[src/rtl/blit_pkg.sv]
// Shared constants and FSM state type for the sprite blitter.
// Frame buffer geometry is 640x480 with 5-bit palette indices.
// Index 0 is the transparent colour and is never written.
package blit_pkg;

  localparam int SCREEN_W = 640;
  localparam int SCREEN_H = 480;
  localparam int FB_AW    = 19;
  localparam int PIX_W    = 5;

  localparam logic [PIX_W-1:0] TRANSPARENT_IDX = 5'd0;

  typedef enum logic [1:0] {
    IDLE  = 2'd0,
    RUN   = 2'd1,
    DRAIN = 2'd2,
    DONE  = 2'd3
  } blit_state_t;

endpackage

[src/rtl/blit_addr_gen.sv]
// Read-side walker: col/row counters, ROM row accumulator, frame-buffer row base.
// Addresses and coordinates are combinational from registers; one pixel per step.
// Optional horizontal mirror when SPRITE_BLITTER_HFLIP_EN is defined.
module blit_addr_gen
  import blit_pkg::*;
#(
  parameter int ROM_AW = 16,
  parameter int DIM_W  = 7
) (
  input  logic                    Clk,
  input  logic                    Reset_n,
  input  logic                    load_i,
  input  logic                    step_i,
  input  logic [ROM_AW-1:0]       base_i,
  input  logic [DIM_W-1:0]        w_i,
  input  logic [DIM_W-1:0]        h_i,
  input  logic signed [10:0]      dst_x_i,
  input  logic signed [10:0]      dst_y_i,
  input  logic                    hflip_i,
  output logic [ROM_AW-1:0]       rom_addr_o,
  output logic signed [10:0]      x_o,
  output logic signed [10:0]      y_o,
  output logic [FB_AW-1:0]        fb_row_o,
  output logic                    last_o
);

  localparam logic [DIM_W-1:0] ONE        = DIM_W'(1);
  localparam logic [FB_AW-1:0] ROW_STRIDE = FB_AW'(SCREEN_W);

  logic [DIM_W-1:0]   w_q, h_q, col_q, col_d, row_q, row_d, coff;
  logic [ROM_AW-1:0]  rom_row_q, rom_row_d;
  logic [FB_AW-1:0]   fb_row_q, fb_row_d, y_ext;
  logic signed [10:0] dst_x_q, dst_y_q, col_s, row_s;
  logic               col_end;

  assign col_end = (col_q == w_q - ONE);
  assign last_o  = col_end && (row_q == h_q - ONE);
  // Row base y*640 built as (y<<9)+(y<<7) from the sign-extended start row.
  assign y_ext   = {{(FB_AW-11){dst_y_i[10]}}, dst_y_i};

  // Next-state for the walk: reload on accept, advance one pixel per step.
  always_comb begin
    col_d     = col_q;
    row_d     = row_q;
    rom_row_d = rom_row_q;
    fb_row_d  = fb_row_q;
    if (load_i) begin
      col_d     = '0;
      row_d     = '0;
      rom_row_d = base_i;
      fb_row_d  = (y_ext << 9) + (y_ext << 7);
    end else if (step_i) begin
      if (col_end) begin
        col_d     = '0;
        row_d     = row_q + ONE;
        rom_row_d = rom_row_q + {{(ROM_AW-DIM_W){1'b0}}, w_q};
        fb_row_d  = fb_row_q + ROW_STRIDE;
      end else begin
        col_d = col_q + ONE;
      end
    end
  end

  // Walk state plus blit parameters captured at accept.
  always_ff @(posedge Clk or negedge Reset_n) begin
    if (!Reset_n) begin
      col_q     <= '0;
      row_q     <= '0;
      rom_row_q <= '0;
      fb_row_q  <= '0;
      w_q       <= '0;
      h_q       <= '0;
      dst_x_q   <= '0;
      dst_y_q   <= '0;
    end else begin
      col_q     <= col_d;
      row_q     <= row_d;
      rom_row_q <= rom_row_d;
      fb_row_q  <= fb_row_d;
      if (load_i) begin
        w_q     <= w_i;
        h_q     <= h_i;
        dst_x_q <= dst_x_i;
        dst_y_q <= dst_y_i;
      end
    end
  end

`ifdef SPRITE_BLITTER_HFLIP_EN
  logic             flip_q;
  logic [DIM_W-1:0] coff_q, coff_d;

  // Mirrored column offset counts down from w-1 when flipping.
  always_comb begin
    coff_d = coff_q;
    if (load_i) begin
      coff_d = hflip_i ? (w_i - ONE) : '0;
    end else if (step_i) begin
      if (col_end)     coff_d = flip_q ? (w_q - ONE) : '0;
      else if (flip_q) coff_d = coff_q - ONE;
      else             coff_d = coff_q + ONE;
    end
  end

  // Flip request is captured at accept and held for the whole blit.
  always_ff @(posedge Clk or negedge Reset_n) begin
    if (!Reset_n) begin
      flip_q <= 1'b0;
      coff_q <= '0;
    end else begin
      coff_q <= coff_d;
      if (load_i) flip_q <= hflip_i;
    end
  end

  assign coff = coff_q;
`else
  logic unused_hflip;
  assign unused_hflip = hflip_i;
  assign coff         = col_q;
`endif

  assign col_s      = {{(11-DIM_W){1'b0}}, col_q};
  assign row_s      = {{(11-DIM_W){1'b0}}, row_q};
  assign x_o        = dst_x_q + col_s;
  assign y_o        = dst_y_q + row_s;
  assign fb_row_o   = fb_row_q;
  assign rom_addr_o = rom_row_q + {{(ROM_AW-DIM_W){1'b0}}, coff};

endmodule

[src/rtl/sprite_blitter.sv]
// Copies a sprite from ROM into the 640x480 frame buffer, clipping and skipping index 0.
// Latency: ROM read in cycle 1+k, frame-buffer write in cycle 2+k, done in cycle N+2.
// No backpressure: one pixel per cycle; start is ignored unless IDLE. Option: SPRITE_BLITTER_HFLIP_EN.
module sprite_blitter
  import blit_pkg::*;
#(
  parameter int ROM_AW = 16,
  parameter int DIM_W  = 7
) (
  input  logic                Clk,
  input  logic                Reset_n,
  input  logic                start,
  input  logic [ROM_AW-1:0]   sprite_base,
  input  logic [DIM_W-1:0]    sprite_w,
  input  logic [DIM_W-1:0]    sprite_h,
  input  logic signed [10:0]  dst_x,
  input  logic signed [10:0]  dst_y,
  input  logic                hflip,
  output logic                busy,
  output logic                done,
  output logic [ROM_AW-1:0]   rom_addr,
  input  logic [PIX_W-1:0]    rom_data,
  output logic [FB_AW-1:0]    fb_write_address,
  output logic [PIX_W-1:0]    fb_data_In,
  output logic                fb_we
);

  blit_state_t        state_q;
  logic               busy_q, done_q;
  logic               wr_vld_q, wr_ok_q;
  logic [FB_AW-1:0]   fb_addr_q, fb_addr_d, fb_row;
  logic signed [10:0] x_w, y_w;
  logic               accept, zero_size, load, step, last, in_range;

  assign accept    = (state_q == IDLE) && start;
  assign zero_size = (sprite_w == '0) || (sprite_h == '0);
  assign load      = accept && !zero_size;
  assign step      = (state_q == RUN);

  blit_addr_gen #(.ROM_AW(ROM_AW), .DIM_W(DIM_W)) u_addr_gen (
    .Clk        (Clk),
    .Reset_n    (Reset_n),
    .load_i     (load),
    .step_i     (step),
    .base_i     (sprite_base),
    .w_i        (sprite_w),
    .h_i        (sprite_h),
    .dst_x_i    (dst_x),
    .dst_y_i    (dst_y),
    .hflip_i    (hflip),
    .rom_addr_o (rom_addr),
    .x_o        (x_w),
    .y_o        (y_w),
    .fb_row_o   (fb_row),
    .last_o     (last)
  );

  // Control FSM with registered busy/done.
  always_ff @(posedge Clk or negedge Reset_n) begin
    if (!Reset_n) begin
      state_q <= IDLE;
      busy_q  <= 1'b0;
      done_q  <= 1'b0;
    end else begin
      case (state_q)
        IDLE: if (accept) begin
          if (zero_size) begin
            state_q <= DONE;
            done_q  <= 1'b1;
          end else begin
            state_q <= RUN;
            busy_q  <= 1'b1;
          end
        end
        RUN:   if (last) state_q <= DRAIN;
        DRAIN: begin
          state_q <= DONE;
          busy_q  <= 1'b0;
          done_q  <= 1'b1;
        end
        default: begin
          state_q <= IDLE;
          done_q  <= 1'b0;
        end
      endcase
    end
  end

  assign in_range  = (x_w >= 11'sd0) && (x_w <= 11'sd639) &&
                     (y_w >= 11'sd0) && (y_w <= 11'sd479);
  assign fb_addr_d = fb_row + {{(FB_AW-11){x_w[10]}}, x_w};

  // Write stage: carries the clip decision and address alongside the ROM read.
  always_ff @(posedge Clk or negedge Reset_n) begin
    if (!Reset_n) begin
      wr_vld_q  <= 1'b0;
      wr_ok_q   <= 1'b0;
      fb_addr_q <= '0;
    end else begin
      wr_vld_q <= step;
      wr_ok_q  <= step && in_range;
      if (step) fb_addr_q <= fb_addr_d;
    end
  end

  assign busy             = busy_q;
  assign done             = done_q;
  assign fb_write_address = fb_addr_q;
  assign fb_data_In       = wr_vld_q ? rom_data : '0;
  assign fb_we            = wr_ok_q && (rom_data != TRANSPARENT_IDX);

endmodule

[config.mk]
export PLATFORM = sky130hd
export DESIGN_NAME = sprite_blitter
export DESIGN_NICKNAME = d
export VERILOG_FILES = /design/src/rtl/blit_pkg.sv /design/src/rtl/blit_addr_gen.sv /design/src/rtl/sprite_blitter.sv
export SDC_FILE = /design/constraint.sdc
export NUM_CORES = 1
export LEC_CHECK = 0
export ABC_AREA = 1
export CORE_MARGIN = 2
export CORE_UTILIZATION = 35
export CTS_CLUSTER_DIAMETER = 200
export CTS_CLUSTER_SIZE = 28
export DETAILED_ROUTE_END_ITERATION = 16
export SLEW_MARGIN = 20
export SYNTH_ARGS = -nofsm -noshare
export SYNTH_HDL_FRONTEND = slang
export SYNTH_SLANG_ARGS = --single-unit
[constraint.sdc]
create_clock -name Clk -period 9.5 [get_ports Clk]
set_input_delay 1.425 -clock Clk [delete_from_list [all_inputs] [get_ports Clk]]
set_output_delay 1.425 -clock Clk [all_outputs]
set_load 0.05 [all_outputs]
==> impl_metrics.tcl <==
set metrics [dict create \
    slew_headroom 0.361 \
    port_buffers 102 \
    worst_path_most_repeated_cell "nand2_1" \
    cp_max_fo 7 \
    timing.final.hold_violations 0 \
    synthXorXnorAreaFrac 0.0813 \
    wire_per_inst_um 13.7 \
    drt_iter0_drc 246 \
    io_pins 104 \
    drc 0 \
    fin_crit_sh 0.539 \
    seqPwrFrac 0.264 \
    synth_cells 1081 \
    yosysUniqueCellTypes 46 \
    synth_warnings 0 \
    drive_gt1_frac 0.0545 \
    syn-mean-instance-area_um2 7.22 \
    p_comb_frac 0.606 \
    vias_per_cell 4.80 \
    status "finished clean" \
    die_area_um2 23500 \
    worst_pin_slew_ns 0.959 \
    first_pass_iters 4 \
    power_switching_share 0.505 \
    vias 6976 \
    n_fill_cell 2266 \
    switching_power_mw 1.57 \
    synthSimpleGateAreaFrac 0.297 \
    initial_core_util 0.358 \
    post-cts-setup-buffers 0 \
    critPathMaxStageDelay_ns 0.83 \
    grt_pass1_wl_mm 33.7 \
    holdPathStages 2 \
    power.clock.fraction 0.130 \
    postCtsResizedCells 0 \
    crit_path_end_kind "output pin" \
    ant_nets 0 \
    yosysMostFrequentCell "nand2_1" \
    core_area_um2 21800 \
    cts_tree "built" \
    first_global_vias 6797 \
    cap_viol_max_count 0 \
    syn-cell-area_um2 7800 \
    leakagePower_nw 4.67 \
    yosys.area.top_type_share 0.330 \
    p_int_mw 1.54 \
    path_class "reg -> out" \
    ir_worst_vdd_mv 0.293 \
    crit_cells 11 \
    yosysTopAreaCell "dfrtp_1" \
    n_antenna_cell 0 \
    cts_hold_buf 0 \
    ys_ff_latch 103 \
    synthMuxAreaShare 0.00144 \
    period_minus_slack_ns 5.12 \
    track_usage 0.175 \
    root_buffer "clkbuf_16" \
    worstPathArrival_ns 3.69 \
    grt_max_degree 75 \
    place.gp.congestion 0.849 \
    hold_class "reg -> reg" \
    clk_pin_slew_ns 0.07 \
    synth_top_family_by_area "simple AND/OR/NAND/NOR gates" \
    async_flop_share 1.00 \
    grt_antenna_before_repair 1 \
    critPathLaunchType "flop" \
    slew_viol_final 0 \
    skew_ns 0.0109 \
    overflow 0 \
    synth_edf_count 0 \
    synth-main-ff-cell "dfrtp_1" \
    synthAdderAreaFrac 0.106 \
    synth_compound_area_frac 0.108 \
    synth.cells.most_frequent "nand2_1, inv_1, dfrtp_1" \
    fmax_mhz 195 \
    rows 54 \
    clockBufferDepth 2 \
    syn_nets 1205 \
    area_delta_synth_final_pct 20.0 \
    clk_latency_ns 0.36 \
    cts_made_buffers 9 \
    htreeDepth 3 \
    hpwl_mm 14.7 \
    power_density_nw_per_um2 332 \
    worst_r2r_path_depth 19 \
    die_w_um 153 \
    path_buf_inv 2 \
    fp.dieH_um 153 \
    setup_violations 0 \
    cp_cell_sequence "ha_1 -> inv_1 -> fa_1 -> nor3_1 -> o21ai_0 -> a21oi_1 -> nand2_1 -> nor2_1 -> nand2_1 -> xor2_1 -> clkdlybuf4s50_1" \
    wl_mm 19.9 \
    slowest_stage "clkdlybuf4s50_1" \
    yosysSeqAreaShare 0.330 \
    worstPathRequired_ns 8.08 \
    ys_top_cells_by_area "dfrtp_1, nand2_1, ha_1" \
    num-nets-final 1293 \
    cts.sinks 103 \
    fin_ws_ns 4.38 \
    place_ws_ns 4.78 \
    crit_family "buffers and inverters" \
    fin_tns_setup_ns 0 \
    grt_setup_unrepaired "no" \
]
==> power groups by stage <==
stage	Combinational, mW	Sequential (mW)	Clock, mW
detailed placement	1.88	0.829	0
global placement	1.87	0.829	0
CTS	1.90	0.824	0.418
finish	1.89	0.823	0.404
global route	2.12	0.853	0.437
floorplan	1.31	0.912	0
==> layer usage <==
layer / GRT usage / vias up / share of wire
met5: 0 / - / 0.00065
met4: 0.0376 / 2 / 0.011
met1: 0.249 / 3173 / 0.51
met2: 0.279 / 137 / 0.43
met3: 0.0332 / 19 / 0.046
li1: - / 3645 / -
==> flip-flops by register name, indices dropped and copies added (netlist names), 2 cells and up <==
name                  flops
u_addr_gen.coff           7
u_addr_gen.dst_x_q       11
u_addr_gen.row_q          7
u_addr_gen.rom_row_q     16
u_addr_gen.dst_y_q       11
u_addr_gen.w_q            7
u_addr_gen.h_q            7
state_q                   2
fb_write_address         19
u_addr_gen.fb_row_o      12
==> stage by stage <==
stage               instance area, µm²  total power, mW  utilization  cells  hold slack, ns
floorplan                         7800             2.22            -   1081           0.455
global placement                  9050             2.70        0.415   1438           0.459
detailed placement                9050             2.71        0.415   1438           0.460
CTS                               9360             3.14        0.429   1454           0.477
global route                      9370             3.41        0.429   1454           0.505
finish                            9370             3.11        0.429   1454           0.469
==> kinds of logic after synthesis <==
| kind of cell | after synthesis |
|---|---|
| AOI/OAI and AO/OA | 153 |
| xor gates and xnor gates | 70 |
| adders and majority gates | 63 |
| buffers and inverters | 147 |
| DFF | 103 |
| muxes | 1 |
| other | 1 |
| and+or+nand+nor | 543 |
==> worst register-to-register path: stages, from the launching register on <==
cell and delay (ns):
dfrtp_1 0.53, ha_1 0.29, fa_1 0.37, nand2_1 0.11
nor2_1 0.07, nand2_1 0.07, nand3_1 0.09, nand2_1 0.07
nand2_1 0.08, xor2_1 0.56, ha_1 0.41, a21oi_1 0.21
o21ai_0 0.14, nand2_1 0.08, o311ai_0 0.14, a21oi_1 0.20
nand2_1 0.08, nand2_1 0.06, nand3_1 0.09, nand2_1 0.11
==> worst paths after layout <==
kind	start	to	slack (ns)
hold / removal	fb_write_address[0]	fb_write_address[0]	0.47
hold reg to reg	fb_write_address[0]	fb_write_address[0]	0.47
min in group asynchronous	Reset_n	u_addr_gen.dst_x_q[1]	0.99
setup / recovery	u_addr_gen.coff[0]	rom_addr[14]	4.38
max in group asynchronous	Reset_n	u_addr_gen.rom_row_q[5]	7.48
setup reg to reg	u_addr_gen.coff[0]	fb_write_address[18]	5.68
==> cell type report <==
cell class | instances | area [µm²] | area share
Clock buffer | 9 | 225 | 0.0240
Inverter | 118 | 443 | 0.0473
Sequential cell | 103 | 2580 | 0.275
Clock inverter | 7 | 87.6 | 0.00935
Multi-Input combinational cell | 831 | 4630 | 0.494
Timing Repair Buffer | 106 | 1050 | 0.112
Tap cell | 280 | 350 | 0.0374
==> cells in the final DEF (no fill, tap or decap), types with 13 or more instances in the layout <==
cell,synthesis,final
nand3_1,55,55
ha_1,58,58
xor2_1,53,53
nand4_1,13,13
a21oi_1,42,42
nand2_1,363,363
nor3_1,22,22
o21ai_0,70,70
inv_1,115,115
xnor2_1,15,15
o21ai_1,13,13
nor2_1,52,52
clkdlybuf4s50_1,0,101
dfrtp_1,103,103
Note: power is estimated with default switching activity, not from simulation.
